<file path="config.mk">
export PLATFORM = sky130hd
export DESIGN_NAME = counter_share_arbiter_flat
export DESIGN_NICKNAME = d
export VERILOG_FILES = /design/src/rtl/counter_share_arbiter_if.sv /design/src/rtl/counter_share_arbiter.sv /design/src/flat_wrapper.sv
export SDC_FILE = /design/constraint.sdc
export NUM_CORES = 1
export LEC_CHECK = 0
export CAP_MARGIN = 20
export CORE_UTILIZATION = 40
export DETAILED_ROUTE_END_ITERATION = 8
export GPL_TIMING_DRIVEN = 0
export HOLD_SLACK_MARGIN = 0.08
export PLACE_DENSITY_LB_ADDON = 0.25
export SLEW_MARGIN = 10
export SYNTH_ARGS = -nofsm -noshare
export SYNTH_HDL_FRONTEND = slang
export SYNTH_SLANG_ARGS = --single-unit
</file>
<file path="constraint.sdc">
create_clock -name clk -period 1.5 [get_ports clk]
set_clock_uncertainty 0.05 [all_clocks]
set_input_delay 0.15 -clock clk [delete_from_list [all_inputs] [get_ports clk]]
set_output_delay 0.15 -clock clk [all_outputs]
set_load 0.03 [all_outputs]
</file>
<file path="src/rtl/counter_share_arbiter_if.sv">
// counter_share_arbiter_if
//   Bus between NREQ requesters and the shared interval counter.
//   Ports (signals):
//     req       NREQ     request vector, held by requester i until done[i]
//     req_term  NREQ*CW  terminal counts, requester i at [i*CW +: CW]
//     gnt       NREQ     one-hot registered grant
//     done      NREQ     one-hot one-cycle completion pulse
//     cnt       CW       current count of the shared counter
//     busy      1        arbiter not idle
//   Modports: master = requester side, slave = arbiter side.
interface counter_share_arbiter_if #(
    parameter int NREQ = 2,
    parameter int CW   = 6
);
    logic [NREQ-1:0]    req;
    logic [NREQ*CW-1:0] req_term;
    logic [NREQ-1:0]    gnt;
    logic [NREQ-1:0]    done;
    logic [CW-1:0]      cnt;
    logic               busy;

    modport master (
        output req, req_term,
        input  gnt, done, cnt, busy
    );

    modport slave (
        input  req, req_term,
        output gnt, done, cnt, busy
    );
endinterface

</file>
<file path="src/rtl/counter_share_arbiter.sv">
// counter_share_arbiter
//   Shares one CW-bit interval counter between NREQ requesters. Round-robin
//   grant, loads the winner's terminal count, counts 0..term, pulses done to
//   the winner, then returns to IDLE for one cycle before re-arbitrating.
//   Ports:
//     clk    rising-edge clock
//     reset  synchronous active-high reset
//     bus    counter_share_arbiter_if.slave (req, req_term, gnt, done, cnt, busy)
//     pause  only when CNT_ARB_PAUSE_EN is defined; 1 in RUN freezes the
//            counter and suppresses the terminal compare
//   Config macro: CNT_ARB_PAUSE_EN (undefined by default -> no pause port).
module counter_share_arbiter #(
    parameter int NREQ = 2,
    parameter int CW   = 6
) (
    input  logic clk,
    input  logic reset,
    counter_share_arbiter_if.slave bus
`ifdef CNT_ARB_PAUSE_EN
    ,
    input  logic pause
`endif
);
    localparam int IW = (NREQ > 1) ? $clog2(NREQ) : 1;

    typedef enum logic [1:0] {
        IDLE = 2'd0,
        RUN  = 2'd1,
        DONE = 2'd2
    } state_t;

    state_t          state_q, state_d;
    logic [CW-1:0]   cnt_q, cnt_d;
    logic [CW-1:0]   term_q, term_d;
    logic [IW-1:0]   w_q, w_d;
    logic [IW-1:0]   rr_q, rr_d;
    logic [NREQ-1:0] gnt_q, gnt_d;
    logic [NREQ-1:0] done_q, done_d;

    logic [IW-1:0]   win;
    logic            any;
    logic            paused;
    logic [IW-1:0]   rr_after_w;

`ifdef CNT_ARB_PAUSE_EN
    assign paused = pause;
`else
    assign paused = 1'b0;
`endif

    // Pointer handed to the next arbitration: one past the current owner.
    assign rr_after_w = (w_q == IW'(NREQ-1)) ? '0 : w_q + 1'b1;

    // Round-robin pick: scan offsets from high to low so the smallest offset
    // from rr_q is the last (winning) assignment.
    always_comb begin
        int idx;
        idx = 0;
        win = '0;
        any = 1'b0;
        for (int k = NREQ-1; k >= 0; k--) begin
            idx = int'(rr_q) + k;
            if (idx >= NREQ) idx = idx - NREQ;
            if (bus.req[IW'(idx)]) begin
                win = IW'(idx);
                any = 1'b1;
            end
        end
    end

    always_comb begin
        state_d = state_q;
        cnt_d   = cnt_q;
        term_d  = term_q;
        w_d     = w_q;
        rr_d    = rr_q;
        gnt_d   = gnt_q;
        done_d  = '0;
        unique case (state_q)
            IDLE: begin
                gnt_d = '0;
                cnt_d = '0;
                if (any) begin
                    state_d    = RUN;
                    w_d        = win;
                    gnt_d[win] = 1'b1;
                    term_d     = bus.req_term[int'(win)*CW +: CW];
                end
            end
            RUN: begin
                // Abort beats the terminal compare and pause.
                if (!bus.req[w_q]) begin
                    state_d = IDLE;
                    gnt_d   = '0;
                    cnt_d   = '0;
                    rr_d    = rr_after_w;
                end else if (paused) begin
                    cnt_d = cnt_q;
                end else if (cnt_q == term_q) begin
                    state_d = DONE;
                    done_d  = gnt_q;
                    cnt_d   = '0;
                end else begin
                    cnt_d = cnt_q + 1'b1;
                end
            end
            DONE: begin
                state_d = IDLE;
                gnt_d   = '0;
                rr_d    = rr_after_w;
            end
            default: begin
                state_d = IDLE;
                gnt_d   = '0;
                cnt_d   = '0;
            end
        endcase
    end

    always_ff @(posedge clk) begin
        if (reset) begin
            state_q <= IDLE;
            cnt_q   <= '0;
            term_q  <= '0;
            w_q     <= '0;
            rr_q    <= '0;
            gnt_q   <= '0;
            done_q  <= '0;
        end else begin
            state_q <= state_d;
            cnt_q   <= cnt_d;
            term_q  <= term_d;
            w_q     <= w_d;
            rr_q    <= rr_d;
            gnt_q   <= gnt_d;
            done_q  <= done_d;
        end
    end

    assign bus.gnt  = gnt_q;
    assign bus.done = done_q;
    assign bus.cnt  = cnt_q;
    assign bus.busy = (state_q != IDLE);
endmodule
</file>
<file path="src/flat_wrapper.sv">
// flat-port wrapper written by rule: the top's interface ports become plain ports
module counter_share_arbiter_flat 
#(
    parameter int NREQ = 2,
    parameter int CW   = 6
)
  (clk, reset, bus_req, bus_req_term, bus_gnt, bus_done, bus_cnt, bus_busy);
  counter_share_arbiter_if #(.NREQ(NREQ), .CW(CW)) bus_i ();
  input  logic clk;
  input  logic reset;
  input wire logic [$bits(bus_i.req)-1:0] bus_req;
  input wire logic [$bits(bus_i.req_term)-1:0] bus_req_term;
  output wire logic [$bits(bus_i.gnt)-1:0] bus_gnt;
  output wire logic [$bits(bus_i.done)-1:0] bus_done;
  output wire logic [$bits(bus_i.cnt)-1:0] bus_cnt;
  output wire logic [$bits(bus_i.busy)-1:0] bus_busy;
  assign bus_i.req = bus_req;
  assign bus_i.req_term = bus_req_term;
  assign bus_gnt = bus_i.gnt;
  assign bus_done = bus_i.done;
  assign bus_cnt = bus_i.cnt;
  assign bus_busy = bus_i.busy;
  counter_share_arbiter #(.NREQ(NREQ), .CW(CW)) u_core (.clk(clk), .reset(reset), .bus(bus_i));
endmodule
</file>
# After elaboration in Yosys (flattened, before gate mapping)

Cells that the tools add are included.

Register bits: 20

Add/sub/neg operators: 5
Multipliers: 1
Order comparisons: 7
Equality and inequality tests: 6
Shift operators: 1
Multiplexer cells: 27
Bitwise gates (word level): 3
Reduce and logical (&&, ||, !) cells: 8

Operator list:

| operator                                                   | count |
|---|---|
| variable part select 12 x 32 -> 6 bit                      | 1 |
| two-way mux 1 bit                                          | 15 |
| two-way mux 6 bit                                          | 2 |
| one-hot mux 6 bit (2 select lines)                         | 1 |
| two-way mux 2 bit                                          | 5 |
| one-hot mux 2 bit (2 select lines)                         | 2 |
| adder 6 x 1 -> 6 bit, second input constant                | 1 |
| == test 6 bit                                              | 1 |
| less-than comparator 1 x 3 -> 1 bit, second input constant | 2 |
| AND reduction 2 bit                                        | 3 |
| less-than comparator 1 x 2 -> 1 bit, second input constant | 2 |
| nonzero test 2 bit                                         | 2 |
| OR reduction 4 bit                                         | 1 |
| multiplier 1 x 2 -> 3 bit, second input constant           | 1 |
| != test 3 bit, second input constant                       | 1 |
| inverter 1 bit                                             | 3 |
| adder 1 x 1 -> 2 bit, second input constant                | 1 |
| == test 2 x 1 -> 1 bit, second input constant              | 1 |
| == test 2 bit, second input constant                       | 1 |
| >= comparator 1 x 2 -> 1 bit, second input constant        | 1 |
| >= comparator 2 bit, second input constant                 | 1 |
| logical NOT 2 bit                                          | 1 |
| != test 2 x 1 -> 1 bit, second input constant              | 1 |
| != test 2 bit, second input constant                       | 1 |
| 6 further kinds                                            | 7 |

# Longest topological paths before layout

Gate-level depths: netlist of run 1.

Depth in word-level cells: 14
Gate-level depth with buffers: 6
Depth with buffers taken out: 4

# Least setup slack after synthesis of run 1

OpenSTA, ideal clock, no wires.

Kind: reg2reg
Start point: register u_core.cnt_q[0] (netlist: u_core.bus.cnt[0])
End point: register u_core.cnt_q[0] (netlist: u_core.bus.cnt[0])
Setup time: 124 ps
Arrival: 1232 ps
Data required time: 1326 ps
Path slack: 94 ps
Stages on the path, launching flop included: 5
Clock period less this slack: 1406 ps
Path through: dfxtp_1 > xnor2_1 > nand4_1 > o211ai_2 > nor2_1

Word-level cells in the longest chain between the ends: 4

Ends and longest elaborated chain:

| element                                                      | line                                                      | RTL |
|---|---|---|
| start, declared                                              | counter_share_arbiter.sv:33                               | `logic [CW-1:0] cnt_q, cnt_d;` |
| start signal, assigned                                       | counter_share_arbiter.sv:131                              | `cnt_q <= cnt_d;` |
| adder 6 x 1 -> 6 bit / == test 6 bit (equally long branches) | counter_share_arbiter.sv:104, counter_share_arbiter.sv:99 |  |
| two-way mux 6 bit (*)                                        | counter_share_arbiter.sv:99                               | `end else if (cnt_q == term_q) begin` |
| two-way mux 6 bit (*)                                        | counter_share_arbiter.sv:92                               | `if (!bus.req[w_q]) begin` |
| one-hot mux 6 bit (2 select lines) (*)                       | counter_share_arbiter.sv:79                               | `unique case (state_q)` |

Mark *: on every way between the ends. The rest lies on a longest branch, timed or not.
A chain may end at the register's enable or synchronous reset.

# Worst setup path in the final report of run 1

Start point: register u_core.done_q[1] (netlist: u_core.bus.done[1])
End point: output bus_done[1]

RTL lines:

| element                | line                         | RTL |
|---|---|---|
| start, declared        | counter_share_arbiter.sv:38  | `logic [NREQ-1:0] done_q, done_d;` |
| start signal, assigned | counter_share_arbiter.sv:136 | `done_q <= done_d;` |
| end, declared          | flat_wrapper.sv:14           | `output wire logic [$bits(bus_i.done)-1:0] bus_done;` |

No word-level cell between the ends.

==> impl_summary.txt, run 1 <==
----------------------------------------------------
[Final layout]
  Fraction of layout instances using a drive strength above 1 ... 0.120
  Layout-stage area growth over the synthesis result ... 34.0%
  Finished Layout Cells ... 161
  Area of the multi-input gates ... 494 um2
  Area of all sequential standard cells ... 400 um2
  Fillcell total ... 229
  Antenna diode count ... 0
  Net count of the finished layout ... 151

[STA]
  RSZ-0062 raised after global routing ... no
  Endpoints failing setup ... 0
  Tcrit/Tclk final ... 0.976
  F_max ... 0.683 GHz
  Fin. max-slew vios ... 0
  Slew at the pin with the worst max-slew slack ... 0.438 ns
  Remaining max-slew budget at the tightest pin ... 0.708
  Worst Hold Slack ... 0.422 ns
  Final hold vios ... 0
  Post-layout min period ... 1.46 ns

[Die]
  Starting density of the core ... 0.424
  Horizontal die dimension ... 50.4 um
  Number of rows in the core area ... 17
  Overall die height ... 50.4 um
  Top-Level Pins ... 27
  Overall die area ... 0.00254 mm2
  Area of the core region ... 0.00221 mm2

[Synthesis]
  Cell area after synthesis ... 937 um2
  Number of synthesis warnings ... 0
  Cell count after synthesis ... 103
  Dominant synthesized flop cell ... dfxtp_1
  Unique masters post-synth ... 31
  Cell with the most instances after synthesis ... dfxtp_1
  Synth async-reset ratio ... 0
  Share of the yosys chip area belonging to registers ... 0.427
  Cell taking the most area after synthesis ... dfxtp_1
  Syn Area/Cell ... 9.10 um2
  Area contributors post-synth ... dfxtp_1 (43%), xnor2_1 (6.5%), o221ai_1 (5.6%), nor2_1 (4.8%), nand2_1 (4.4%)
  Synth top area share ... 0.427
  Number of flip-flops and latches in the synthesized netlist ... 20
  Count of flip-flops with a built-in enable after synthesis ... 0
  Post-synth net total ... 120
  List of most frequent post-synthesis cells ... dfxtp_1 (20), nor2_1 (12), nand2_1 (11), a21oi_1 (8), xnor2_1 (7)

[GRT]
  Aggregate global routing overflow ... 0
  Via count of the first global-routing pass ... 724
  All-layer global routing usage ... 0.157
  Largest net degree at the start of global routing ... 12
  Antenna violations before repair ... 0
  Wire length of the first global-routing pass ... 3.08 mm

[Clock tree]
  Hold-fix buffers, CTS ... 0
  Sink Count ... 20
  TritonCTS clock tree ... done
  Clock Path Buffers ... 2
  Reg clk slew, reported paths ... 0.11 ns
  Clk_lat worst skew ... 0.29 ns
  Inserted Clock Buffers ... 3
  Root Driver ... clkbuf_4
  Level count of the clock H-tree ... 1
  Post-CTS setup repair buffer count ... 0

[Worst hold path]
  Hold wc startpoint ... u_core.term_q[2]$_SDFFE_PP0P_
  Instance count along the most critical hold path ... 2
  Type of the most critical hold path ... register to register
  Worst min-delay path endpoint ... u_core.term_q[2]$_SDFFE_PP0P_

[Worst setup path]
  Critical R2R Capture ... u_core.term_q[0]$_SDFFE_PP0P_
  Gate family responsible for the most delay along the worst path ... buffers and inverters
  Critical path startpoint category ... register
  R2r setup slk ... 0.08 ns
  Buf/Inv on CP ... 1
  Slowest library cell on the worst path ... clkdlybuf4s50_1
  Worst r2r src ... u_core.state_q[1]$_SDFFE_PP0P_
  Delay of the slowest cell on the worst path ... 0.66 ns
  R2r worst-path depth ... 6
  Crit Path Max Fanout ... 1
  Data required, critical path ... 1.30 ns
  Nature of the critical path endpoint ... output pin
  Sequence of cells on the critical path ... clkdlybuf4s50_1
  Startpoint-to-endpoint class of the critical path ... register to output pin
  Arrival time worst endpoint ... 1.26 ns

[Route]
  Vias per std cell ... 4.94
  Number of DRC markers after the initial detailed-route iteration ... 12
  Drt wl/cell ... 11.2 um
  Overall via count from detail_route ... 796
  Number of remaining DRC errors ... 0
  Final ANT Viol Nets ... 0
  Total length of routed wires ... 1.80 mm
  Detailed-router iteration count before antenna repair ... 4

[Power and ir drop]
  Leakage dissipation ... 0.000514 uW
  Peak supply drop ... 507 uV
  Switching power of the nets ... 285 uW
  Net switching fraction of the power ... 0.261
  Int Power ... 806 uW
  Seq pwr share ... 0.531
  Power density relative to cell area ... 869 mW/mm2
  Share of power burned in the clock network ... 0.281
  Total Power Consumption ... 1090 uW
  Power share of the combinational group ... 0.188

[Status]
  Result of the run ... finished clean

[Placed design]
  Placer congestion estimate ... 0.808
  Port Buffer Count ... 26
  Placed cell count ... 157
  Final HPWL DP ... 1.46 mm

[Job]
  Max-capacitance violation count ... 0

----------------------------------------------------
metal layers:
layer / track usage / vias to the layer above / wire (um) / share of wire
met3: 0.0212 / 0 / 124 / 0.069
met2: 0.244 / 26 / 819 / 0.45
met5: 0 / - / 0 / 0
met4: 0.0463 / 0 / 0 / 0
met1: 0.225 / 352 / 857 / 0.48
li1: - / 418 / - / -
power by group through the flow:
stage                     Sequential, uW  Clock (uW)  Combinational [uW]
after floorplan                      595           0                 128
after global placement               591           0                 210
after detailed placement             592           0                 212
after CTS                            579         315                 210
after global routing                 583         338                 229
final                                579         306                 206
cells in the final DEF (no fill, tap or decap), drive strengths merged, types with 4 or more instances in the layout:
cell type      instances
a21oi                  9
buf                    4
clkbuf                 5
clkdlybuf4s50         16
dfxtp                 20
dlygate4sd2            8
nand2                 11
nor2                  14
o221ai                 6
xnor2                  7
xor2                   4
area by class of cell:
type | instances | share of cell area
flip-flops and latches | 20 | 0.319
inverters | 3 | 0.00896
clock buffers | 4 | 0.0289
well taps | 28 | 0.0279
multi-input cells | 76 | 0.393
plain buffers | 4 | 0.0249
repair buffers | 26 | 0.197
sequential cells by signal (all words and copies together) (netlist names):
register         cells
u_core.bus.cnt       6
u_core.term_q        6
u_core.bus.done      2
u_core.bus.gnt       2
u_core.state_q       2
u_core.rr_q          1
u_core.w_q           1
tightest hold or removal path, stage by stage (launching register included):
cell	delay (ns)
dfxtp_1	0.34
nand2_1	0.05
a21oi_1	0.05
worst max path at each step:
stage / startpoint / to / slack [ns] / cells after the start
final: u_core.bus.done[1]$_SDFF_PP0_ / bus_done[1] / 0.04 / 1
after global routing: u_core.bus.done[1]$_SDFF_PP0_ / bus_done[1] / 0.002 / 1
after CTS: u_core.state_q[1]$_SDFFE_PP0P_ / bus_busy / 0.01 / 3
after detailed placement: bus_req[0] / u_core.term_q[0]$_SDFFE_PP0P_ / -0.02 / 6
after global placement: bus_req[0] / u_core.term_q[0]$_SDFFE_PP0P_ / 0.007 / 6
after floorplan: u_core.bus.cnt[0]$_SDFFE_PP0N_ / u_core.bus.cnt[0]$_SDFFE_PP0N_ / 0.09 / 4
metrics by stage:
| step | TNS (ns) | setup WS [ns] | instance area, um2 | util |
|---|---|---|---|---|
| final | 0 | 0.0353 | 1260 | 0.568 |
| after global routing | 0 | 0.00162 | 1260 | 0.568 |
| after CTS | 0 | 0.0125 | 1260 | 0.570 |
| after detailed placement | -0.0167 | -0.0167 | 1230 | 0.557 |
| after global placement | 0 | 0.00748 | 1230 | 0.557 |
| after floorplan | 0 | 0.0941 | 937 | - |
kinds of logic after synthesis:
family | count (synthesis) | share of synthesized area
AOI/OAI and AO/OA | 20 | 0.146
adders and majority gates | 1 | 0.0133
and+or+nand+nor | 42 | 0.244
buffers and inverters | 7 | 0.0454
muxes | 2 | 0.0214
xor gates and xnor gates | 11 | 0.103
DFF | 20 | 0.427
timing repair:
action                                  CTS  global route
endpoints found under the setup margin    9             3
pin swaps                                 0             1
resized for setup                        11             3
Note: power is estimated with default switching activity, not from simulation.
==> run 2, diff against run 1 <==
Settings changed: RECOVER_POWER set to 50.
==> run 2 against run 1 <==
Sequential power barely moved. Flip-flop and latch count did not move. Highest routed layer unchanged. Clock power barely moved. Critical path depth did not move. Utilization fell by 0.40 points.
==> impl_summary.txt, run 2 (synthesized netlist as in run 1, its figures left out) <==
----------------------------------------------------
[Status]
  Result of the run ... finished clean

[STA]
  F_max ... 0.682 GHz (about the same)
  Fin. max-slew vios ... 0 (unchanged)
  Worst Hold Slack ... 0.422 ns (-0.00000400 ns)
  RSZ-0062 raised after global routing ... no
  Aggregate negative setup slack ... 0 ns (unchanged)
  Remaining max-slew budget at the tightest pin ... 0.708 (about the same)
  Final hold vios ... 0 (unchanged)
  Endpoints failing setup ... 0 (unchanged)
  Slew at the pin with the worst max-slew slack ... 0.438 ns (-0.000196 ns)
  Post-layout min period ... 1.47 ns (+0.000793 ns)
  Tcrit/Tclk final ... 0.977 (about the same)

[Die]
  Horizontal die dimension ... 50.4 um (unchanged)
  Overall die height ... 50.4 um (unchanged)
  Number of rows in the core area ... 17 (unchanged)
  Overall die area ... 0.00254 mm2 (unchanged)
  Area of the core region ... 0.00221 mm2 (unchanged)
  Starting density of the core ... 0.424 (unchanged)
  Top-Level Pins ... 27 (unchanged)

[Job]
  Max-capacitance violation count ... 0 (unchanged)

[Final layout]
  Leading cell type in the layout, fill and taps excluded ... dfxtp_1
  Commonest non-fill, non-tap cells in the layout ... dfxtp_1 (20), clkdlybuf4s50_1 (16), nor2_1 (12)
  Layout-stage area growth over the synthesis result ... 33.1%
  Antenna diode count ... 0 (unchanged)
  Net count of the finished layout ... 151 (unchanged)
  Fraction of layout instances using a drive strength above 1 ... 0.120 (unchanged)

[Route]
  Number of DRC markers after the initial detailed-route iteration ... 13 (+1)
  Drt wl/cell ... 11.2 um (+0.50%)
  Number of remaining DRC errors ... 0 (unchanged)
  Total length of routed wires ... 1.81 mm (+0.50%)
  Detailed-router iteration count before antenna repair ... 4 (unchanged)
  Vias per std cell ... 4.96 (+0.38%)
  Overall via count from detail_route ... 799 (+0.38%)
  Final ANT Viol Nets ... 0 (unchanged)

[Worst setup path]
  Crit Path Max Fanout ... 1 (unchanged)
  Startpoint-to-endpoint class of the critical path ... register to output pin
  Delay of the slowest cell on the worst path ... 0.66 ns (about the same)
  Stages on worst setup path ... 1 (unchanged)
  Slowest library cell on the worst path ... clkdlybuf4s50_1
  Data required, critical path ... 1.30 ns (about the same)
  Sequence of cells on the critical path ... clkdlybuf4s50_1
  Gate family responsible for the most delay along the worst path ... buffers and inverters
  R2r worst-path depth ... 6 (unchanged)
  Buf/Inv on CP ... 1 (unchanged)
  Nature of the critical path endpoint ... output pin
  Arrival time worst endpoint ... 1.27 ns (about the same)
  Critical path startpoint category ... register

[Power and ir drop]
  Leakage dissipation ... 0.000491 uW (-4.5%)
  Peak supply drop ... 507 uV (about the same)
  Total Power Consumption ... 1090 uW (about the same)
  Power density relative to cell area ... 875 mW/mm2 (+0.77%)

[GRT]
  All-layer global routing usage ... 0.157 (unchanged)
  Via count of the first global-routing pass ... 724 (unchanged)
  Wire length of the first global-routing pass ... 3.08 mm (unchanged)
  Aggregate global routing overflow ... 0 (unchanged)
  Largest net degree at the start of global routing ... 12 (unchanged)
  Antenna violations before repair ... 0 (unchanged)

[Clock tree]
  Clock Path Buffers ... 2 (unchanged)
  Inserted Clock Buffers ... 3 (unchanged)
  Sink Count ... 20 (unchanged)
  Reg clk slew, reported paths ... 0.11 ns (about the same)
  Root Driver ... clkbuf_4
  Post-CTS setup repair buffer count ... 0 (unchanged)
  TritonCTS clock tree ... done
  Level count of the clock H-tree ... 1 (unchanged)
  Clk_lat worst skew ... 0.29 ns (about the same)

[Placed design]
  Placer congestion estimate ... 0.808 (unchanged)
  Port Buffer Count ... 26 (unchanged)
  Final HPWL DP ... 1.46 mm (unchanged)

[Worst hold path]
  Type of the most critical hold path ... register to register
  Instance count along the most critical hold path ... 2 (unchanged)

----------------------------------------------------
==> run 2: cell types whose count changed in the layout (fill, tap and decap cells not counted), sizes merged <==
cell          change
clkbuf            +2
buf               -1
dlymetal6s2s      -1
==> run 2: layout make-up <==
| cell class | count | area (um2) |
|---|---|---|
| Timing Repair Buffer | 26 | 239 |
| Fill cell | 232 | 965 |
| Multi-Input combinational cell | 76 | 494 |
| Sequential cell | 20 | 400 |
| Clock buffer | 4 | 36.3 |
| Inverter | 3 | 11.3 |
| Buffer | 4 | 31.3 |
| Tap cell | 28 | 35.0 |
==> run 2: power breakdown <==
group	switching, uW	leakage, uW	internal [uW]
Sequential	24.0	0.000163	556
Clock	159	0.0000210	148
Combinational	103	0.000307	102
Total	286	0.000491	806
==> run 2: what timing repair did <==
action	CTS	global route
endpoints found under the hold margin	0	0
setup endpoints to repair	9	3
cloned	0	0
resized for setup	11	3
pin swaps	0	1
hold buffers	0	0
==> run 2: metrics by stage <==
step | cell area (um2) | util | setup slack, ns | std cells
after global routing | 1250 | 0.564 | 0.00162 | 161
final | 1250 | 0.564 | 0.0345 | 161
after CTS | 1260 | 0.570 | 0.0125 | 161
after global placement | 1230 | 0.557 | 0.00748 | 157
after floorplan | 937 | - | 0.0941 | 103
after detailed placement | 1230 | 0.557 | -0.0167 | 157
==> run 2: final timing paths <==
path | startpoint | slack (ns) | endpoint
worst min-delay path | u_core.term_q[2]$_SDFFE_PP0P_ | 0.42 | u_core.term_q[2]$_SDFFE_PP0P_
worst max register to register | u_core.state_q[1]$_SDFFE_PP0P_ | 0.07 | u_core.term_q[0]$_SDFFE_PP0P_
worst min register to register | u_core.term_q[2]$_SDFFE_PP0P_ | 0.42 | u_core.term_q[2]$_SDFFE_PP0P_
worst max-delay path | u_core.bus.done[1]$_SDFF_PP0_ | 0.03 | bus_done[1]
==> run 2: tightest hold or removal path, stage by stage, from the launching register on <==
cell,delay [ns]
dfxtp_1,0.34
nand2_1,0.05
a21oi_1,0.05
==> run 2: per-layer routing <==
metal	vias to the layer above	track usage	wire, um
met3	0	0.0212	77
met4	0	0.0463	0
li1	419	-	-
met1	363	0.225	912
met5	-	0	0
met2	17	0.244	820
